[src/rtl/fast_score_dual.sv]
`default_nettype none
// ============================================================================
// Module : fast_score_dual
// Desc   : FAST-9 segment test and corner score for two vertically adjacent
//          centres per beat; fixed 4-cycle, non-stalling pipeline.
//          Optional macro FAST_SCORE_STATS_EN adds a per-frame corner counter.
// Rev    : 1.0  initial release
// ============================================================================
module fast_score_dual #(
  parameter int COL_NUM     = 640,
  parameter int ROW_NUM     = 480,
  parameter int PIXEL_WIDTH = 8
) (
  input  logic                       clk,
  input  logic                       rst_n,
  input  logic [PIXEL_WIDTH-1:0]     threshold,
  input  logic [56*PIXEL_WIDTH-1:0]  patch_in,
  input  logic                       patch_valid,
  input  logic [$clog2(COL_NUM)-1:0] x_in,
  input  logic [$clog2(ROW_NUM)-1:0] y_in,
  output logic                       score_vld,
  output logic [$clog2(COL_NUM)-1:0] x_out,
  output logic [$clog2(ROW_NUM)-1:0] y_out,
  output logic                       corner0,
  output logic                       corner1,
  output logic [PIXEL_WIDTH+3:0]     score0,
  output logic [PIXEL_WIDTH+3:0]     score1,
`ifdef FAST_SCORE_STATS_EN
  output logic [19:0]                corner_cnt,
`endif
  output logic                       score_eol
);
  localparam int c_pw = PIXEL_WIDTH;
  localparam int c_sw = PIXEL_WIDTH + 4;
  localparam int c_xw = $clog2(COL_NUM);
  localparam int c_yw = $clog2(ROW_NUM);

  typedef logic [c_pw-1:0] pix_t;
  typedef logic [c_sw-1:0] scr_t;

  // Flat patch offset (dr*7 + dc) of ring position i relative to the centre
  function automatic int ring_off(input int i);
    case (i)
      0: return -21;   1: return -20;   2: return -12;   3: return -4;
      4: return 3;     5: return 10;    6: return 16;    7: return 22;
      8: return 21;    9: return 20;    10: return 12;   11: return 4;
      12: return -3;   13: return -10;  14: return -16;  default: return -22;
    endcase
  endfunction

  function automatic logic has_run9(input logic [15:0] m);
    logic [31:0] d;
    logic        r;
    d = {m, m};
    r = 1'b0;
    for (int s = 0; s < 16; s++) begin
      if (&d[s +: 9]) r = 1'b1;
    end
    return r;
  endfunction

  pix_t w_ctr  [2];
  pix_t w_ring [2][16];

  generate
    for (genvar k = 0; k < 2; k++) begin : g_ctr
      localparam int c_ctr = 24 + 7 * k;
      assign w_ctr[k] = patch_in[c_ctr*c_pw +: c_pw];
      for (genvar i = 0; i < 16; i++) begin : g_ring
        localparam int c_idx = c_ctr + ring_off(i);
        assign w_ring[k][i] = patch_in[c_idx*c_pw +: c_pw];
      end
    end
  endgenerate

  // ---------------- Stage 1: capture centres, rings, threshold
  logic            r1_vld;
  pix_t            r1_c [2];
  pix_t            r1_p [2][16];
  pix_t            r1_t;
  logic [c_xw-1:0] r1_x;
  logic [c_yw-1:0] r1_y;

  always_ff @(posedge clk or negedge rst_n) begin
    if (!rst_n) begin
      r1_vld <= 1'b0;
      r1_t   <= '0;
      r1_x   <= '0;
      r1_y   <= '0;
      for (int k = 0; k < 2; k++) begin
        r1_c[k] <= '0;
        for (int i = 0; i < 16; i++) r1_p[k][i] <= '0;
      end
    end else begin
      r1_vld <= patch_valid;
      if (patch_valid) begin
        r1_t <= threshold;
        r1_x <= x_in;
        r1_y <= y_in;
        for (int k = 0; k < 2; k++) begin
          r1_c[k] <= w_ctr[k];
          for (int i = 0; i < 16; i++) r1_p[k][i] <= w_ring[k][i];
        end
      end
    end
  end

  // ---------------- Stage 2: saturating bounds, classification, differences
  logic [c_pw:0] w_sum    [2];
  pix_t          w_hi     [2];
  pix_t          w_lo     [2];
  logic [15:0]   w_bright [2];
  logic [15:0]   w_dark   [2];
  pix_t          w_db     [2][16];
  pix_t          w_dd     [2][16];

  always_comb begin
    for (int k = 0; k < 2; k++) begin
      w_sum[k] = {1'b0, r1_c[k]} + {1'b0, r1_t};
      w_hi[k]  = w_sum[k][c_pw] ? {c_pw{1'b1}} : w_sum[k][c_pw-1:0];
      w_lo[k]  = (r1_c[k] > r1_t) ? (r1_c[k] - r1_t) : '0;
      for (int i = 0; i < 16; i++) begin
        w_bright[k][i] = r1_p[k][i] > w_hi[k];
        w_dark[k][i]   = r1_p[k][i] < w_lo[k];
        // Only taken when the true difference is positive, so no wrap
        w_db[k][i] = w_bright[k][i] ? (r1_p[k][i] - r1_c[k] - r1_t) : '0;
        w_dd[k][i] = w_dark[k][i]   ? (r1_c[k] - r1_p[k][i] - r1_t) : '0;
      end
    end
  end

  logic            r2_vld;
  logic [15:0]     r2_bright [2];
  logic [15:0]     r2_dark   [2];
  pix_t            r2_db     [2][16];
  pix_t            r2_dd     [2][16];
  logic [c_xw-1:0] r2_x;
  logic [c_yw-1:0] r2_y;

  always_ff @(posedge clk or negedge rst_n) begin
    if (!rst_n) begin
      r2_vld <= 1'b0;
      r2_x   <= '0;
      r2_y   <= '0;
      for (int k = 0; k < 2; k++) begin
        r2_bright[k] <= '0;
        r2_dark[k]   <= '0;
        for (int i = 0; i < 16; i++) begin
          r2_db[k][i] <= '0;
          r2_dd[k][i] <= '0;
        end
      end
    end else begin
      r2_vld <= r1_vld;
      if (r1_vld) begin
        r2_x <= r1_x;
        r2_y <= r1_y;
        for (int k = 0; k < 2; k++) begin
          r2_bright[k] <= w_bright[k];
          r2_dark[k]   <= w_dark[k];
          for (int i = 0; i < 16; i++) begin
            r2_db[k][i] <= w_db[k][i];
            r2_dd[k][i] <= w_dd[k][i];
          end
        end
      end
    end
  end

  // ---------------- Stage 3: segment test and score sums
  logic w_corner [2];
  scr_t w_sb     [2];
  scr_t w_sd     [2];

  always_comb begin
    for (int k = 0; k < 2; k++) begin
      w_corner[k] = has_run9(r2_bright[k]) | has_run9(r2_dark[k]);
      w_sb[k] = '0;
      w_sd[k] = '0;
      for (int i = 0; i < 16; i++) begin
        w_sb[k] = w_sb[k] + scr_t'(r2_db[k][i]);
        w_sd[k] = w_sd[k] + scr_t'(r2_dd[k][i]);
      end
    end
  end

  logic            r3_vld;
  logic            r3_corner [2];
  scr_t            r3_sb     [2];
  scr_t            r3_sd     [2];
  logic [c_xw-1:0] r3_x;
  logic [c_yw-1:0] r3_y;

  always_ff @(posedge clk or negedge rst_n) begin
    if (!rst_n) begin
      r3_vld <= 1'b0;
      r3_x   <= '0;
      r3_y   <= '0;
      for (int k = 0; k < 2; k++) begin
        r3_corner[k] <= 1'b0;
        r3_sb[k]     <= '0;
        r3_sd[k]     <= '0;
      end
    end else begin
      r3_vld <= r2_vld;
      if (r2_vld) begin
        r3_x <= r2_x;
        r3_y <= r2_y;
        for (int k = 0; k < 2; k++) begin
          r3_corner[k] <= w_corner[k];
          r3_sb[k]     <= w_sb[k];
          r3_sd[k]     <= w_sd[k];
        end
      end
    end
  end

  // ---------------- Stage 4: score select and output registers
  scr_t w_score [2];
  logic w_eol;

  always_comb begin
    for (int k = 0; k < 2; k++) begin
      w_score[k] = '0;
      if (r3_corner[k]) w_score[k] = (r3_sb[k] >= r3_sd[k]) ? r3_sb[k] : r3_sd[k];
    end
    w_eol = (r3_x == c_xw'(COL_NUM - 4));
  end

  always_ff @(posedge clk or negedge rst_n) begin
    if (!rst_n) begin
      score_vld <= 1'b0;
      x_out     <= '0;
      y_out     <= '0;
      corner0   <= 1'b0;
      corner1   <= 1'b0;
      score0    <= '0;
      score1    <= '0;
      score_eol <= 1'b0;
    end else begin
      score_vld <= r3_vld;
      score_eol <= r3_vld & w_eol;
      if (r3_vld) begin
        x_out   <= r3_x;
        y_out   <= r3_y;
        corner0 <= r3_corner[0];
        corner1 <= r3_corner[1];
        score0  <= w_score[0];
        score1  <= w_score[1];
      end
    end
  end

`ifdef FAST_SCORE_STATS_EN
  // The first beat of a frame restarts the count with its own corners
  logic [19:0] w_cnt_base;
  logic [20:0] w_cnt_sum;

  always_comb begin
    w_cnt_base = ((r3_x == c_xw'(3)) && (r3_y == c_yw'(3))) ? 20'd0 : corner_cnt;
    w_cnt_sum  = {1'b0, w_cnt_base} + 21'(r3_corner[0]) + 21'(r3_corner[1]);
  end

  always_ff @(posedge clk or negedge rst_n) begin
    if (!rst_n) begin
      corner_cnt <= '0;
    end else if (r3_vld) begin
      corner_cnt <= w_cnt_sum[20] ? 20'hFFFFF : w_cnt_sum[19:0];
    end
  end
`endif

endmodule
`default_nettype wire

[config.mk]
export PLATFORM = sky130hd
export DESIGN_NAME = fast_score_dual
export DESIGN_NICKNAME = d
export VERILOG_FILES = /design/src/rtl/fast_score_dual.sv
export SDC_FILE = /design/constraint.sdc
export NUM_CORES = 2
export LEC_CHECK = 0
export CORE_MARGIN = 2
export CORE_UTILIZATION = 30
export CTS_BUF_LIST = sky130_fd_sc_hd__clkbuf_8
export CTS_CLUSTER_SIZE = 25
export DETAILED_ROUTE_END_ITERATION = 8
export GPL_ROUTABILITY_DRIVEN = 0
export SYNTH_ARGS = -nofsm -noshare
export SYNTH_HDL_FRONTEND = slang
export SYNTH_SLANG_ARGS = --single-unit
[constraint.sdc]
create_clock -name clk -period 5.79 [get_ports clk]
set_input_delay 0.8685 -clock clk [delete_from_list [all_inputs] [get_ports clk]]
set_output_delay 0.8685 -clock clk [all_outputs]
set_load 0.02 [all_outputs]
======== Word level (Yosys, flattened, before mapping) ========
Cells that the tools add are included.
word-level totals
  word-level logic and storage cells ...... 586
  output and inout bits ................... 47
  register bits ........................... 981
  bits of input ports ..................... 478
operators by class
  reduce and logical (&&, ||, !) cells .... 64
  bitwise logic cells ..................... 3
  $add $sub $neg .......................... 192
  muxes and demuxes ....................... 136
  order comparisons ....................... 68
  eq/ne operators ......................... 1
operators with widths
  operator                                count
  subtractor 8 bit                        130
  AND reduction 9 bit                     64
  2-to-1 mux 8 bit                        68
  adder 12 x 8 -> 12 bit                  44
  > comparator 8 bit                      34
  less-than comparator 8 bit              32
  2-to-1 mux 1 bit                        64
  adder 8 x 8 -> 9 bit                    6
  adder 11 x 8 -> 12 bit                  4
  2-to-1 mux 12 bit                       4
  adder 10 x 8 -> 11 bit                  4
  adder 9 x 8 -> 10 bit                   4
  >= comparator 12 bit                    2
  == test 10 bit (second input constant)  1
  bitwise OR 1 bit                        2
  AND 1 bit                               1

======== Logic depth before layout (Yosys ltp) ========
  word-level depth ........................ 18
  depth in mapped cells ................... 20
  depth with buffers taken out ............ 20

======== Worst setup path before layout ========
No wires, ideal clock.
  kind .................................... register -> register
  start ................................... reg r1_t[5]
  end ..................................... reg r2_dd[159] in the netlist's numbering
  period minus slack after synthesis ...... 6283 ps
  arrival ................................. 6205 ps
  buffers on the path ..................... 2
  stages on the path, launching flop included .. 17
  setup slack ............................. -493 ps
  library setup time ...................... 78 ps
  required time ........................... 5712 ps
  path through ............................ dfrtp_1 -> inv_1 -> ha_1 -> buf_6 -> or4b_4 -> a211oi_4 -> buf_6 -> nor3_1 -> nor2_1 -> nand3b_1 -> ha_1 -> nand2_1 -> o21ai_0 -> or3_1 -> a2111oi_0 -> a21oi_2 -> o2bb2ai_1
on the way
  cells in the longest elaborated chain, start to end .. 4
  elaborated cells between the ends (all ways) .. 6
  classes of those cells .................. add/sub: 2; order compare: 2; mux: 2
ends and longest elaborated chain
  item                                                           RTL line  RTL
  start, declared                                                80        pix_t r1_t;
  start signal, assigned                                         97        r1_t <= threshold;
  subtractor 8 bit / > comparator 8 bit (equally long branches)  121       w_lo[k] = (r1_c[k] > r1_t) ? (r1_c[k] - r1_t) : '0;
  2-to-1 mux 8 bit                                               121
  less-than comparator 8 bit                                     124       w_dark[k][i] = r1_p[k][i] < w_lo[k];
  2-to-1 mux 8 bit *                                             127       w_dd[k][i] = w_dark[k][i] ? (r1_c[k] - r1_p[k][i] - r1_t) : '0;
  end signal, assigned by index                                  163       r2_dd[k][i] <= w_dd[k][i];
  end, declared                                                  136       pix_t r2_dd [2][16];
Mark *: on every way between the ends. The rest lies on a longest branch, timed or not.
A chain may end at the register's enable or synchronous reset.

======== Final worst setup path ========
  start ................................... reg r2_db[178] in the netlist's numbering
  end ..................................... reg r3_sb[20] in the netlist's numbering
on the way
  cells in the longest elaborated chain, start to end .. 7
ends and longest elaborated chain
  item                                 RTL line  RTL
  start, declared                      135       pix_t r2_db [2][16];
  start signal, assigned by index      162       r2_db[k][i] <= w_db[k][i];
  adder 12 x 8 -> 12 bit (7 in a row)  181       w_sb[k] = w_sb[k] + scr_t'(r2_db[k][i]);
  end signal, assigned by index        211       r3_sb[k] <= w_sb[k];
  end, declared                        189       scr_t r3_sb [2];
No other way between the ends.

==> results.txt <==
The final hold violation count came out at 0. The instance area after placement is 96700 um2. The total of endpoints with negative setup slack in the final report came out at 0. STA classifies the critical path startpoint as a flop. From synthesis to final layout, the design area changed by 15.1%. The share of final-layout standard cells stronger than drive strength 1 is 0.0843.

For this run, the register share of the synthesized area comes to 0.281. The floorplan step defined a die boundary enclosing 296000 um2. The number of distinct standard cells referenced by the synthesized netlist came out at 70. Dividing the detail-routed wire length by the instance count gives 24.9 um. Counting flops with a built-in enable in the synthesized netlist gives 0.

At the pin with the least slew margin, the transition time is 1070 ps. Setup repair after global routing could not meet its margin everywhere. The detailed placer's ending HPWL came out at 243000 um. The top-level port count came out at 525. The most common cell in the netlist is sky130_fd_sc_hd__inv_1. The largest clock skew in the final design is 129 ps. The critical path is of the reg -> reg type. The arrival time reported for the critical path endpoint is 6430 ps. The clock transition at the registers of the reported paths came out at 70 ps. The detail route stage leaves a number of antenna-violating nets equal to 0.

The placement-stage worst setup slack came out at 0.626 ps. Of the available clock period, the critical path in the final layout requires 0.974. The final global-route overflow total is 0. The top cell type's share of synthesized area is 0.281. The final critical delay including setup and external delays came out at 5640 ps.

The worst hold path passes through 2 cells. The number of antenna violations at the first check in global routing came out at 47. For this design, the sink count on the clock tree is 981. The maximum buffer depth of the clock tree is 4.

The per-cell via count in the routed design came out at 5.22. The placement row count came out at 198. The setup slack after layout came out at 150 ps.

The number of nets in the layout came out at 11.3k. The most used flip-flop cell after synthesis is sky130_fd_sc_hd__dfrtp_1. The total length of routed wires came out at 321000 um.

Across the run, the number of max-cap violations was 0. The number of levels in the clock H-tree came out at 4. The routed layout has 67.2k vias. The number of iterations in the first detailed-routing pass is 6. The net count after synthesis came out at 10.8k.

In the synthesized netlist the async set-or-reset flop fraction comes to 1.00. The die span in x is 544 um. The min-delay analysis places its worst path in the category in -> reg.

The synthesis warning total came out at 0. The iteration-0 DRC count of the detailed router is 5904. STA classifies the critical path endpoint as a flop. The chip height is 544 um. The floorplan step defined a core boundary enclosing 291000 um2.

In this run the tightest slew margin relative to its limit is 0.267. Sorting the synthesized cells by area gives the leading types as sky130_fd_sc_hd__dfrtp_1 28%, sky130_fd_sc_hd__fa_1 20%, sky130_fd_sc_hd__ha_1 17%, sky130_fd_sc_hd__inv_1 5.4%, sky130_fd_sc_hd__xnor2_1 4.4%. The maximum fanout encountered on the critical timing path is 2. The run finished with clean final reports.

In this run the cell area of the synthesized design comes to 87500 um2. Timing would allow up to 177 MHz. After routing the design area is 101000 um2. The clock tree from TritonCTS is done.

The global-route wire length before repair is 468000 um. The count of final max-slew check failures came out at 0. Clock tree synthesis selected as its root buffer the cell sky130_fd_sc_hd__clkbuf_8. The depth of the worst register-to-register path came out at 18.

The TritonCTS buffer count came out at 189. The insertion delay of the later-clocked pin in the worst-skew pair came out at 1010 ps. The biggest area contributor in the post-synthesis netlist is sky130_fd_sc_hd__dfrtp_1.

Averaged over all synthesized cells, the footprint is 10.6 um2. The synthesized design contains 981 register bits. The via count of the first global-routing pass was 70.1k.

The maximum number of pins on one net before global-route repair came out at 145. The count of mapped cells out of synthesis came out at 8278. In the global route stage, overall resource usage came out at 0.215. The number of I/O port buffers came out at 316. For this run, design rule violations remaining after detail routing come to 0. The commonest cells after synthesis are 1264 x sky130_fd_sc_hd__inv_1, 1172 x sky130_fd_sc_hd__ha_1, 981 x sky130_fd_sc_hd__dfrtp_1. The required arrival time at the worst endpoint came out at 6580 ps. The initial cell density of the core came out at 0.301.
## cells by family after synthesis
group	share of synthesized area
AO/OA/AOI/OAI	0.155
XOR/XNOR	0.0617
adder cells (fa/ha/maj)	0.370
buffers and inverters	0.0619
flip-flops	0.281
multiplexers	0.0226
AND/OR/NAND/NOR	0.0485
## metrics by stage
stage	cells	TNS (ps)	hold WS [ps]	utilization
finish	12900	0	363	0.346
global placement	12500	-7.15	475	0.333
CTS	12800	0	306	0.346
global route	12900	-23.5	344	0.346
detailed placement	12500	0	479	0.333
floorplan	8278	-117	355	-
## critical path: stages (launching register included)
cell                      delay (ps)
sky130_fd_sc_hd__dfrtp_1         400
sky130_fd_sc_hd__fa_1            550
sky130_fd_sc_hd__inv_1            60
sky130_fd_sc_hd__fa_1            510
sky130_fd_sc_hd__inv_1            50
sky130_fd_sc_hd__fa_2            630
sky130_fd_sc_hd__fa_1            470
sky130_fd_sc_hd__fa_1            500
sky130_fd_sc_hd__inv_1            50
sky130_fd_sc_hd__fa_1            470
sky130_fd_sc_hd__inv_1            50
sky130_fd_sc_hd__ha_2            180
sky130_fd_sc_hd__fa_2            380
sky130_fd_sc_hd__a21o_1          200
sky130_fd_sc_hd__a21oi_2         140
sky130_fd_sc_hd__nor2b_1          80
sky130_fd_sc_hd__o21a_1          170
sky130_fd_sc_hd__or3_1           300
sky130_fd_sc_hd__a31o_2          240
## layer usage
| layer | track usage | part of all wire | vias to the layer above |
|---|---|---|---|
| met5 | 0 | 0.0017 | - |
| met4 | 0.108 | 0.057 | 71 |
| met3 | 0.0451 | 0.081 | 732 |
| met2 | 0.332 | 0.44 | 2856 |
| met1 | 0.284 | 0.42 | 34100 |
| li1 | - | - | 29300 |
## sequential cells by signal, indices dropped and copies added (netlist names), 2 cells and up
register   cells
r1_c          16
r1_p         224
r1_t           8
r1_x          10
r1_y           9
r2_bright     32
r2_dark       32
r2_db        256
r2_dd        256
r2_x          10
r2_y           9
r3_corner      2
r3_sb         24
r3_sd         24
r3_x          10
r3_y           9
score0        12
score1        12
x_out         10
y_out          9
## cells in the final DEF (no fill, tap or decap), types with 167 or more instances in the layout
cell type | synthesis | layout
sky130_fd_sc_hd__clkdlybuf4s50_1 | 0 | 314
sky130_fd_sc_hd__clkbuf_8 | 0 | 234
sky130_fd_sc_hd__fa_1 | 884 | 875
sky130_fd_sc_hd__o22ai_1 | 330 | 330
sky130_fd_sc_hd__o2bb2ai_1 | 207 | 207
sky130_fd_sc_hd__buf_4 | 1 | 167
sky130_fd_sc_hd__ha_1 | 1172 | 1161
sky130_fd_sc_hd__xnor2_1 | 444 | 444
sky130_fd_sc_hd__o21ai_0 | 413 | 413
sky130_fd_sc_hd__nand2_1 | 490 | 490
sky130_fd_sc_hd__a21oi_1 | 528 | 522
sky130_fd_sc_hd__xor2_1 | 172 | 170
sky130_fd_sc_hd__dfrtp_1 | 981 | 963
sky130_fd_sc_hd__inv_1 | 1264 | 1289
## layout make-up
cell class	instances	area [um2]
antenna	17	42.5
clock buffer	234	3220
clock inverter	93	567
fill	28900	190000
inverter	1265	4780
multi-input combinational	5867	57700
sequential	981	24600
tap	3900	4880
timing repair buffer	506	4880
## what timing repair did
action                     in CTS  in global routing
hold endpoints to repair       21                  0
setup endpoints to repair       3                  6
pin swaps                       5                 17
resized for setup               3                 16
setup buffers                   0                  5
hold buffers                    1                  0
gates cloned                    0                  0
## path summary, 6_finish.rpt
kind | endpoint | slack [ps] | startpoint
min reg2reg | score_eol | 480 | r3_x[0]
max reg2reg | r3_sb[20] | 150 | r2_db[178]
min | r1_p[16] | 360 | patch_valid
max | r3_sb[20] | 150 | r2_db[178]
max in group asynchronous | r1_p[240] | 3670 | rst_n
min in group asynchronous | r1_p[113] | 540 | rst_n
Power is left out: the tool's default activity adds up to more than one toggle a clock period on the data nets, which glitch-free logic cannot reach.
